## src/rtl/scan_display_driver.sv

```systemverilog
// Time-multiplexed common-anode seven-segment scanner with guard interval, PWM dimming and frame strobe.
// Optional build macro LEADING_ZERO_BLANK_EN blanks leading zero digits (digit 0 is never blanked).
module scan_display_driver #(
  parameter int NUM_DIGITS   = 4,
  parameter int DWELL_CYCLES = 262144,
  parameter int GUARD_CYCLES = 16,
  parameter int PWM_BITS     = 4
) (
  input  logic                    clk,
  input  logic                    rst_n,
  input  logic [4*NUM_DIGITS-1:0] digits,
  input  logic [NUM_DIGITS-1:0]   dots,
  input  logic [NUM_DIGITS-1:0]   digit_en,
  input  logic [PWM_BITS-1:0]     brightness,
  output logic [NUM_DIGITS-1:0]   an,
  output logic [6:0]              seg,
  output logic                    dp,
  output logic                    frame_tick
);

  localparam int CNT_W = (DWELL_CYCLES > 1) ? $clog2(DWELL_CYCLES) : 1;
  localparam int SEL_W = (NUM_DIGITS > 1) ? $clog2(NUM_DIGITS) : 1;

  logic [CNT_W-1:0]      cnt;
  logic [SEL_W-1:0]      sel;
  logic [3:0]            cap_val;
  logic                  cap_dot;
  logic                  cap_en;
  logic                  cap_blank;

  logic                  slot_end;
  logic                  last_digit;
  logic                  in_guard;
  logic [PWM_BITS-1:0]   cnt_lo;
  logic                  pwm_on;
  logic [3:0]            cur_val;
  logic                  blank_now;
  logic [NUM_DIGITS-1:0] on_mask;

  function automatic logic [6:0] hex_to_seg(input logic [3:0] v);
    case (v)
      4'h0: hex_to_seg = 7'h40;
      4'h1: hex_to_seg = 7'h79;
      4'h2: hex_to_seg = 7'h24;
      4'h3: hex_to_seg = 7'h30;
      4'h4: hex_to_seg = 7'h19;
      4'h5: hex_to_seg = 7'h12;
      4'h6: hex_to_seg = 7'h02;
      4'h7: hex_to_seg = 7'h78;
      4'h8: hex_to_seg = 7'h00;
      4'h9: hex_to_seg = 7'h10;
      4'hA: hex_to_seg = 7'h08;
      4'hB: hex_to_seg = 7'h03;
      4'hC: hex_to_seg = 7'h46;
      4'hD: hex_to_seg = 7'h21;
      4'hE: hex_to_seg = 7'h06;
      default: hex_to_seg = 7'h0E;
    endcase
  endfunction

  assign slot_end   = (cnt == CNT_W'(DWELL_CYCLES - 1));
  assign last_digit = (sel == SEL_W'(NUM_DIGITS - 1));
  assign in_guard   = (cnt < CNT_W'(GUARD_CYCLES));
  assign cnt_lo     = PWM_BITS'(cnt);
  assign pwm_on     = (&brightness) || (cnt_lo < brightness);
  assign cur_val    = digits[{sel, 2'b00} +: 4];

`ifdef LEADING_ZERO_BLANK_EN
  // Blank when this digit and every digit to its left read zero at capture time.
  always_comb begin
    blank_now = (sel != '0);
    for (int i = 0; i < NUM_DIGITS; i++) begin
      if ((SEL_W'(i) >= sel) && (digits[4*i +: 4] != 4'h0)) blank_now = 1'b0;
    end
  end
`else
  assign blank_now = 1'b0;
`endif

  always_comb begin
    on_mask = '1;
    if (cap_en && pwm_on) on_mask[sel] = 1'b0;
  end

  always_ff @(posedge clk or negedge rst_n) begin
    if (!rst_n) begin
      cnt        <= '0;
      sel        <= '0;
      cap_val    <= 4'h0;
      cap_dot    <= 1'b0;
      cap_en     <= 1'b0;
      cap_blank  <= 1'b0;
      an         <= '1;
      seg        <= 7'h7F;
      dp         <= 1'b1;
      frame_tick <= 1'b0;
    end else begin
      if (slot_end) begin
        cnt <= '0;
        sel <= last_digit ? '0 : sel + 1'b1;
      end else begin
        cnt <= cnt + 1'b1;
      end

      // Slot contents are frozen at the first cycle so mid-slot input changes are invisible.
      if (cnt == '0) begin
        cap_val   <= cur_val;
        cap_dot   <= dots[sel];
        cap_en    <= digit_en[sel];
        cap_blank <= blank_now;
      end

      frame_tick <= slot_end && last_digit;

      if (in_guard) begin
        an  <= '1;
        seg <= 7'h7F;
        dp  <= 1'b1;
      end else begin
        an  <= on_mask;
        seg <= cap_blank ? 7'h7F : hex_to_seg(cap_val);
        dp  <= ~cap_dot;
      end
    end
  end

endmodule
```

## config.mk

```make
export PLATFORM = sky130hd
export DESIGN_NAME = scan_display_driver
export DESIGN_NICKNAME = d
export VERILOG_FILES = /design/src/rtl/scan_display_driver.sv
export SDC_FILE = /design/constraint.sdc
export NUM_CORES = 1
export LEC_CHECK = 0
export BUFFER_PORTS_ARGS = -buffer_cell sky130_fd_sc_hd__buf_2
export CAP_MARGIN = 20
export CORE_MARGIN = 2
export CORE_UTILIZATION = 58
export CTS_CLUSTER_DIAMETER = 60
export DETAILED_ROUTE_END_ITERATION = 16
export GPL_ROUTABILITY_DRIVEN = 1
export HOLD_SLACK_MARGIN = 0.08
export PLACE_DENSITY = 0.84
export SLEW_MARGIN = 5
export SYNTH_ARGS = -nofsm -noshare
export SYNTH_HDL_FRONTEND = slang
export SYNTH_SLANG_ARGS = --single-unit
```

## constraint.sdc

```tcl
create_clock -name clk -period 2.9 [get_ports clk]
set_input_delay 0 -clock clk [delete_from_list [all_inputs] [get_ports clk]]
set_output_delay 0 -clock clk [all_outputs]
set_load 0.05 [all_outputs]
```

[Word level (Yosys, flattened, before mapping)]
Memory sizes are Yosys's and may differ from the RTL's.
Index checks and enable logic that the tools add are counted.
Cells by class
  add/sub/neg operators: 2
  $mul: 0
  div/mod/pow operators: 0
  magnitude comparators: 4
  eq/ne operators: 2
  shift operators: 1
  mux-type cells: 12
  bitwise operators: 2
  reduce and logical (&&, ||, !) cells: 6
Operators by type and width (count)
  18-bit by 1-bit adder with 18-bit output (second input constant): 1
  18-bit equality test (second input constant): 1
  18-bit zero test: 1
  18-bit by 5-bit < comparator with 1-bit output (second input constant): 1
  18-bit 2-to-1 mux: 1
  16-bit by 5-bit variable part select with 4-bit output: 1
  4-bit 2-to-1 mux: 2
  7-bit 2-to-1 mux: 1
  1-bit binary-select mux with 2-bit select: 2
  4-bit < comparator: 1
  1-bit 2-to-1 mux: 4
  4-bit NOT: 1
  4-bit AND reduction: 1
  1-bit logical AND: 3
  2-bit by 3-bit < comparator with 1-bit output (second input constant): 1
  2-bit by 1-bit adder with 2-bit output (second input constant): 1
  1-bit demux with 2-bit select: 1
  2-bit equality test (second input constant): 1
  2-bit by 1-bit greater-or-equal comparator with 1-bit output (second input constant): 1
  2-bit 2-to-1 mux: 1
  1-bit logical OR: 1
  1-bit NOT: 1
Storage, ports and cells
  flip-flop bits (word level): 39
  bits in latches: 0
  memory bits (writable): 0
  memory bits (read-only): 112
  input bits: 30
  output and inout port bits: 13
  word-level logic and storage cells: 39
  memories: 1
Memory list
  (name not given): depth 16, width 7, rd ports 1, clocked after Yosys merged registers in 0, write ports 0, RTL line 41  | case (v)

[Logic depth before layout (Yosys ltp)]
Gate-level depths: netlist (run 1).
  word-level depth: 7
  mapped depth: 6
  depth with buffers taken out: 6

[Worst setup path after synthesis (run 1)]
OpenSTA, ideal clock, no wires.
  kind: register to register
  from: register cnt[0]
  to: register sel[0]
  library setup time: 0.128 ns
  arrival time: 1.774 ns
  data required time: 2.772 ns
  path slack: 0.999 ns
  stages on the path, launching flop included: 6
  path buffers: 0
  clock period less this slack: 1.901 ns
  cell sequence: dfrtp_1 ha_1 nand4_1 nor4_1 and3_1 mux2_1
Between the ends
  longest elaborated chain between the ends: 1
Ends and longest elaborated chain
  start: declaration: RTL line 24  | logic [CNT_W-1:0] cnt;
  start signal: assignment: RTL line 102  | cnt <= cnt + 1'b1;
  18-bit equality test: RTL line 61  | assign slot_end = (cnt == CNT_W'(DWELL_CYCLES - 1));
  end signal: assignment: RTL line 100  | sel <= last_digit ? '0 : sel + 1'b1;
  end: declaration: RTL line 25  | logic [SEL_W-1:0] sel;
Every way passes these cells.
A chain may end at the register's enable or synchronous reset.

[Final worst setup path (run 1)]
Same ends and word-level chain as after synthesis.

==> metrics.cfg, run 1 <==
[logic_synthesis]
netlist_area_um2 = 2100
synth_nets = 228
ys_top_cells_by_area = dfrtp_1 32%, dfstp_2 15%, ha_1 8.9%
synth-simple-area-share_pct = 14.2
synth_top_family_by_area = simple AND/OR/NAND/NOR gates
ys_seq_area_share_pct = 47.1
synthArstFlopShare_pct = 100
synth.top_cell.area_share_pct = 32.1
synth_xor_area_share_pct = 6.25
syn_inst = 183
synth-compound-area-share_pct = 7.91
synth_warnings = 0
synth_fa_ha_area_share_pct = 8.92
synthMuxAreaShare_pct = 11.8
synth_cell_types = 34
synth_seq_cells = 39
synth_edf_count = 0
syn_avg_cell_area_um2 = 11.5
synthFlopType = dfrtp_1
synth_top_area_cell = dfrtp_1

[drt]
highest_layer = met4
wl_met1_um = 1700
drt_first_pass_iters = 5
viasPerCell = 5.62
wirelength_um = 3780
dr_wl_met2_um = 1800
route.detailed.drc = 0
drt-wirelength-per-cell_um = 13.7
vias = 1545
drtAntennaViolNets = 0
drt_iter0_drc = 51
met3WireLength_um = 224

[worst_setup_path]
crit_cells = 5
crit_buf_inv = 0
critPathTopFamily = simple AND/OR/NAND/NOR gates
crit_chain = ha_1 -> nand4_1 -> nor4_1 -> and3_1 -> mux2_1
cp-end-kind = flip-flop
worstPathRequired_ns = 3.12
cp_max_fo = 7
max_stage_delay_ns = 0.58
worstSetupPathType = reg -> reg
cp_slowest_cell = nor4_1
reg2reg_depth = 5
arrival_ns = 2.60
startpoint_type = flip-flop

[sta]
finalSetupTns_ns = 0
maxSlewViolCount = 0
rsz0062_at_grt = no
hold_ws_ns = 0.104
hold_viol = 0
setup_viol = 0
fin_worst_skew_ns = 0.0155
period_needed_ns = 2.37
min_period_over_period_pct = 81.9
maxSlewHeadroom_pct = 46.1
worst_slew_pin_slew_ns = 0.809
max_freq_mhz = 421

[place]
place_hpwl_um = 2940
dpl_cell_area_um2 = 2350
place.gp.congestion = 0.803
io_buffers = 42

[clocking]
clk_pin_slew_ns = 0.11
cts_tree = yes
ctsHoldBuffers = 1
clock_latency_ns = 0.34
cts_setup_buffers = 0
cts_buffer_depth = 2
cts_buffers = 5
cts_sinks = 39
cts_resized = 0
htree_levels = 2
cts-root-buf = clkbuf_4

[pwr]
switching_share_pct = 25.9
comb_power_share_pct = 12.5
internal-power_mw = 0.704
p_per_area_nw_per_um2 = 394
ir_drop_mv = 0.344
clock_power_share_pct = 27.0
power_frac_seq_pct = 60.6
power_leakage_nw = 1.16
p_switching_mw = 0.246

[global_route]
grt_max_degree = 40
overflow = 0
track_usage_pct = 21.1
grt_pass1_vias = 1538
grt_pass1_wl_um = 6660
antenna_found_initial = 0

[cells_and_area]
final_cell_mix = 42 x buf_2, 27 x dfrtp_1, 15 x nor2_1, 15 x ha_1, 13 x inv_1
fillers = 267
design_area_um2 = 2410
layout-area-overhead-vs-synth_pct = 14.8
drive_above_1_share_pct = 32.3
final_core_util_pct = 70.7
antenna_cells = 0
final_common_cell = buf_2
nNetsFinal = 273

[die]
core_um2 = 3420
ioPinCount = 43
die_w_um = 64.2
rows = 21
die-area_um2 = 4120
start_util_pct = 61.6
die_h_um = 64.2

[min_path]
min_path_type = in -> reg
holdPathStages = 3

[job]
maxCapViolations = 0

[outcome]
status = finished, final reports clean

==> area by class of cell <==
class	instances	area, um^2	area share, %
inverters	13	48.8	2.02
clock inverters	1	5.00	0.207
well taps	46	57.6	2.38
multi-input cells	124	1030	42.7
flip-flops and latches	39	991	41.0
repair buffers	45	235	9.74
clock buffers	7	45.0	1.87
==> power by group through the flow <==
stage | clock network [mW] | registers, mW | logic (mW)
global placement | 0 | 0.585 | 0.116
global route | 0.293 | 0.578 | 0.130
detailed placement | 0 | 0.586 | 0.118
finish | 0.256 | 0.575 | 0.118
CTS | 0.265 | 0.576 | 0.120
floorplan | 0 | 0.620 | 0.0391
==> worst register-to-register path: cells and delay by family, from the launching register on <==
| kind | cells | cell delay (ns) |
|---|---|---|
| muxes | 1 | 0.35 |
| and+or+nand+nor | 3 | 1.22 |
| DFF | 1 | 0.46 |
| adders and majority gates | 1 | 0.24 |
==> routing by layer <==
layer / GRT usage [%] / vias up
met3: 6.34 / 8
met2: 33.3 / 50
li1: - / 754
met1: 27.4 / 733
met4: 7.98 / 0
met5: 0 / -
==> kinds of logic (layout without fill, tap and decap cells) <==
family | Yosys count | after routing
AO/OA/AOI/OAI | 22 | 22
XOR/XNOR | 15 | 15
adder cells (fa/ha/maj) | 15 | 15
buffers and inverters | 20 | 66
flip-flops | 39 | 39
multiplexers | 14 | 14
AND/OR/NAND/NOR | 58 | 58
==> per-stage QoR <==
stage	instances	power [mW]	setup slack, ns
after floorplan	183	0.659	0.999
after global placement	266	0.700	0.605
after detailed placement	266	0.704	0.552
after CTS	275	0.961	0.528
after global routing	275	1.00	0.338
final	275	0.950	0.526
==> sequential cells by signal, summed over array words and instances, names as in the netlist <==
| signal | cells |
|---|---|
| cnt | 18 |
| sel | 2 |
| dp | 1 |
| seg | 7 |
| an | 4 |
| cap_dot | 1 |
| cap_val | 4 |
| cap_en | 1 |
| frame_tick | 1 |
==> cells in the mapped netlist (all sizes together), types with 3 or more instances <==
cell type	count
dfrtp	27
o311ai	5
nand2	10
ha	15
inv	13
nand4	8
o2111ai	4
nor4	6
o211ai	3
clkbuf	5
xor2	6
nor2	15
xnor2	9
mux2	8
nand2b	3
o21ai	3
nand3	5
nor3	3
dfstp	12
a21o	3
mux4	6
==> worst paths after layout <==
| check | startpoint | slack [ns] | end |
|---|---|---|---|
| worst min register to register | cap_dot | 0.41 | dp |
| max in group asynchronous | rst_n | 2.11 | sel[0] |
| min in group asynchronous | rst_n | 0.27 | cnt[16] |
| worst min-delay path | digits[14] | 0.10 | cap_val[2] |
| worst max-delay path | cnt[0] | 0.53 | sel[0] |
| worst max register to register | cnt[0] | 0.53 | sel[0] |
No activity file was read; power rests on OpenSTA's default activity.
==> run 2: changes to the inputs <==
--- a/config.mk
+++ b/config.mk
@@ -8,12 +8,12 @@
 export BUFFER_PORTS_ARGS = -buffer_cell sky130_fd_sc_hd__buf_2
 export CAP_MARGIN = 20
 export CORE_MARGIN = 2
-export CORE_UTILIZATION = 58
+export CORE_UTILIZATION = 49
 export CTS_CLUSTER_DIAMETER = 60
 export DETAILED_ROUTE_END_ITERATION = 16
 export GPL_ROUTABILITY_DRIVEN = 1
 export HOLD_SLACK_MARGIN = 0.08
-export PLACE_DENSITY = 0.84
+export PLACE_DENSITY = 0.75
 export SLEW_MARGIN = 5
 export SYNTH_ARGS = -nofsm -noshare
 export SYNTH_HDL_FRONTEND = slang
==> constraint.sdc (replaced) <==
create_clock -name clk -period 2.1 [get_ports clk]
set_input_delay 0 -clock clk [delete_from_list [all_inputs] [get_ports clk]]
set_output_delay 0 -clock clk [all_outputs]
set_load 0.05 [all_outputs]
==> run 2 against run 1 <==
Net effect: register-to-register slack lost 0.40 ns; die area increased by 17%; non-clock buffer count rose by 8; routed wire length rose by 3.1%; worst setup slack lost 0.40 ns; combinational power grew 38%; highest routed layer unchanged; count of clock-buffer cells in the layout up 1.
==> metrics.cfg, run 2 (synthesis results as in run 1) <==
[sta]
max_freq_mhz = 506
setup_viol = 0
period_needed_ns = 1.98
hold_ws_ns = 0.151
min_period_over_period_pct = 94.2
maxSlewViolCount = 0
fin_worst_skew_ns = 0.00522
maxSlewHeadroom_pct = 45.3
hold_viol = 0
worst_slack_ns = 0.122
worst_slew_pin_slew_ns = 0.820

[die]
start_util_pct = 51.8
die_h_um = 69.5
rows = 23
die-area_um2 = 4830
ioPinCount = 43
die_w_um = 69.5
core_um2 = 4060

[pwr]
clock_power_share_pct = 36.3
p_per_area_nw_per_um2 = 592
ir_drop_mv = 0.451
power_leakage_nw = 1.22
switching_share_pct = 24.1
internal-power_mw = 1.14
power_frac_seq_pct = 52.8
p_switching_mw = 0.361
comb_power_share_pct = 10.8

[drt]
route.detailed.drc = 0
wirelength_um = 3890
drtAntennaViolNets = 0
drt-wirelength-per-cell_um = 13.6
vias = 1528
drt_first_pass_iters = 4
drt_iter0_drc = 40
viasPerCell = 5.32

[place]
io_buffers = 42
place.gp.congestion = 0.796
place_inst = 278
dp_slack_ns = 0.0124
place_hpwl_um = 2930

[worst_setup_path]
worstPathRequired_ns = 2.27
cp-end-kind = flip-flop
arrival_ns = 2.15
startpoint_type = flip-flop
worstSetupPathType = reg -> reg
cp_max_fo = 6

[clocking]
cts_tree = yes
clock_latency_ns = 0.29
cts_sinks = 39
cts-root-buf = clkbuf_8
cts_buffers = 5
cts_buffer_depth = 2
htree_levels = 2
clk_pin_slew_ns = 0.07

[cells_and_area]
regMostFlops = cnt
fillers = 321
drive_above_1_share_pct = 35.9
layout.area.seq_um2 = 991
layout-area-overhead-vs-synth_pct = 20.8
largest_register_ffs = 18
reg_top3 = cnt (18), seg (7)
nNetsFinal = 281
fin_cells = 287
antenna_cells = 0
final_common_cell = buf_2
final_cell_mix = 42 x buf_2, 27 x dfrtp_1, 15 x nor2_1, 15 x ha_1, 13 x inv_1
multi_input_area_um2 = 1040

[global_route]
track_usage_pct = 17.9
antenna_found_initial = 0
overflow = 0
grt_pass1_vias = 1475
grt_max_degree = 40
grt_pass1_wl_um = 6760

[min_path]
min_path_type = in -> reg

[job]
maxCapViolations = 0

[outcome]
status = finished, final reports clean

==> run 2: cell count changes in the layout (fill, tap and decap cells not counted), sizes merged <==
cell	delta
clkbuf	+1
clkinv	-1
buf	+8
==> run 2: final timing paths <==
path	startpoint	end	slack, ns	depth (start not counted)
min in group asynchronous	rst_n	cnt[15]	0.34	2
setup / recovery	cnt[12]	cap_val[0]	0.12	4
setup reg to reg	cnt[12]	cap_val[0]	0.12	4
max in group asynchronous	rst_n	frame_tick	1.24	2
hold / removal	dots[2]	cap_dot	0.15	3
hold reg to reg	cap_dot	dp	0.41	1
==> run 2: area by class of cell <==
class                      count  share of cell area [%]
clock buffer                   8                    3.94
inverter                      13                    1.92
multi-input combinational    124                    41.0
sequential                    39                    39.0
tap                           50                    2.46
timing repair buffer          53                    11.6
==> run 2: timing repair <==
| item | in CTS | in global routing |
|---|---|---|
| hold endpoints to repair | 27 | 0 |
| gates resized for setup | 0 | 2 |
| buffers inserted | 0 | 0 |
| hold buffers | 1 | 0 |
| endpoints found under the setup margin | 0 | 17 |
==> run 2: stage by stage <==
step           setup TNS, ns  power, mW  utilization [%]  instance area, um^2
2_1_floorplan              0      0.910                -                 2100
3_3_place_gp               0      0.968             59.6                 2420
3_5_place_dp               0      0.972             59.6                 2420
4_1_cts                    0       1.52             62.3                 2530
5_1_grt              -0.0604       1.58             62.6                 2540
6_report                   0       1.50             62.6                 2540
==> run 2: layer usage <==
metal / track usage [%] / vias to the layer above / wire length (um)
met1: 24.3 / 714 / 1820
met3: 4.51 / 5 / 206
met2: 27.0 / 38 / 1790
met5: 0 / - / 0
li1: - / 771 / -
met4: 8.50 / 0 / 84
==> run 2: power by group through the flow <==
stage / Sequential (mW) / Clock (mW) / Combinational [mW]
final: 0.794 / 0.546 / 0.163
after global routing: 0.797 / 0.600 / 0.179
after CTS: 0.794 / 0.562 / 0.166
after detailed placement: 0.808 / 0 / 0.164
after global placement: 0.807 / 0 / 0.160
after floorplan: 0.856 / 0 / 0.0539
==> run 2: critical path, cell delays in order, from the launching register on <==
cell and delay [ns]:
dfrtp_1 0.42, nor4_1 0.30, nand4_1 0.21, or4b_4 0.61, mux2_4 0.33
==> run 3: changes to the inputs <==
--- a/config.mk
+++ b/config.mk
@@ -13,7 +13,7 @@
 export DETAILED_ROUTE_END_ITERATION = 16
 export GPL_ROUTABILITY_DRIVEN = 1
 export HOLD_SLACK_MARGIN = 0.08
-export PLACE_DENSITY = 0.75
+export PLACE_DENSITY_LB_ADDON = 0.12
 export SLEW_MARGIN = 5
 export SYNTH_ARGS = -nofsm -noshare
 export SYNTH_HDL_FRONTEND = slang
==> run 3 against run 2 <==
Net effect: routed wire length increased by 13%; count of clock-buffer cells in the layout decreased by 2; largest cell class unchanged; sequential power about the same; register-to-register slack improved by 0.02 ns; hold slack improved by 0.0071 ns.
==> metrics.cfg, run 3 (synthesis results as in run 1) <==
[die]
die_h_um = 69.5
die_w_um = 69.5
core_um2 = 4060
start_util_pct = 51.8
die-area_um2 = 4830
rows = 23
ioPinCount = 43

[drt]
drtAntennaViolNets = 0
drt-wirelength-per-cell_um = 15.4
viasPerCell = 5.55
wirelength_um = 4400
vias = 1583
drt_iter0_drc = 145
drt_first_pass_iters = 4
route.detailed.drc = 0

[global_route]
track_usage_pct = 19.6
grt_max_degree = 40
grt_pass1_vias = 1610
overflow = 0
antenna_found_initial = 0
grt_pass1_wl_um = 7430

[pwr]
p_switching_mw = 0.377
clock_power_share_pct = 40.0
switching_share_pct = 23.5
p_per_area_nw_per_um2 = 630
comb_power_share_pct = 10.4
ir_drop_mv = 0.354
internal-power_mw = 1.23
power_leakage_nw = 1.22
power_frac_seq_pct = 49.6

[sta]
setup_viol = 0
maxSlewViolCount = 0
min_period_over_period_pct = 93.4
max_freq_mhz = 510
period_needed_ns = 1.96
finalSetupTns_ns = 0
maxSlewHeadroom_pct = 44.8
hold_ws_ns = 0.158
worst_slew_pin_slew_ns = 0.829
hold_viol = 0
fin_worst_skew_ns = 0.00312
rsz0062_at_grt = no

[clocking]
cts_sinks = 39
cts_buffers = 5
cts_tree = yes
clock_latency_ns = 0.29
clk_pin_slew_ns = 0.07
cts_buffer_depth = 2
cts-root-buf = clkbuf_8
htree_levels = 2
cts_setup_buffers = 0

[cells_and_area]
drive_above_1_share_pct = 35.7
fillers = 335
layout-area-overhead-vs-synth_pct = 20.9
final_common_cell = buf_2
reg_top3 = cnt (18), seg (7)
nNetsFinal = 279
antenna_cells = 0
final_cell_mix = 42 x buf_2, 27 x dfrtp_1, 15 x nor2_1, 15 x ha_1, 13 x inv_1
largest_register_ffs = 18
regMostFlops = cnt

[worst_setup_path]
worstPathRequired_ns = 2.28
worstSetupPathType = reg -> reg
cp-end-kind = flip-flop
arrival_ns = 2.14
cp_max_fo = 6
startpoint_type = flip-flop

[outcome]
status = finished, final reports clean

[place]
io_buffers = 42
place.gp.congestion = 0.846
place_hpwl_um = 3320

[job]
maxCapViolations = 0

[min_path]
min_path_type = in -> reg

==> run 3: changes by cell type in the layout (fill, tap and decap cells not counted) <==
| cell | change |
|---|---|
| clkinv_2 | +1 |
| clkbuf_8 | -1 |
| buf_4 | -2 |
| bufinv_16 | +1 |
| clkbuf_1 | -1 |
==> run 3: cell type report <==
type                            count  area (um^2)  area share, %
Clock buffer                        6         82.6           3.25
Clock inverter                      2         35.0           1.38
Inverter                           13         48.8           1.92
Multi-Input combinational cell    124         1040           41.0
Sequential cell                    39          991           39.0
Tap cell                           50         62.6           2.46
Timing Repair Buffer               51          280           11.0
==> run 3: power groups by stage <==
stage	clock network, mW	registers, mW	logic, mW
after detailed placement	0	0.809	0.166
final	0.641	0.795	0.167
after global routing	0.690	0.798	0.182
after floorplan	0	0.856	0.0539
after global placement	0	0.808	0.161
after CTS	0.654	0.795	0.168
==> run 3: through the flow <==
step                      area [um^2]  setup WS (ns)  utilization (%)  power [mW]  instances
final                            2540          0.139             62.7        1.60        285
after global routing             2540         0.0195             62.7        1.67        285
after CTS                        2540         0.0184             62.7        1.62        285
after detailed placement         2400       -0.00572             59.3       0.975        276
after global placement           2400         0.0148             59.3       0.968        276
after floorplan                  2100          0.199                -       0.910        183
==> run 3: routing by layer <==
layer / global-route usage [%] / wire, um
met5: 0 / 0
met4: 9.15 / 86
met3: 6.25 / 228
met2: 32.3 / 2230
met1: 23.2 / 1850
==> run 3: worst paths after layout <==
check / start / to / slack (ns) / cells after the start
max in group asynchronous: rst_n / cnt[9] / 1.23 / 2
min reg2reg: cap_dot / dp / 0.44 / 1
max reg2reg: cnt[15] / cap_dot / 0.14 / 4
max: cnt[15] / cap_dot / 0.14 / 4
min in group asynchronous: rst_n / cap_dot / 0.36 / 2
min: digits[15] / cap_val[3] / 0.16 / 3
==> run 3: timing repair <==
| item | CTS | global route |
|---|---|---|
| hold buffers | 1 | 0 |
| hold endpoints to repair | 27 | 0 |
| setup endpoints to repair | 9 | 12 |
| gates resized for setup | 2 | 0 |
| pin swaps | 0 | 1 |
==> run 3: worst max-delay path: stages (launching register included) <==
cell and delay, ns:
dfrtp_1 0.42, nor4_1 0.32, nand4_1 0.18, or4b_4 0.59, mux2_4 0.33
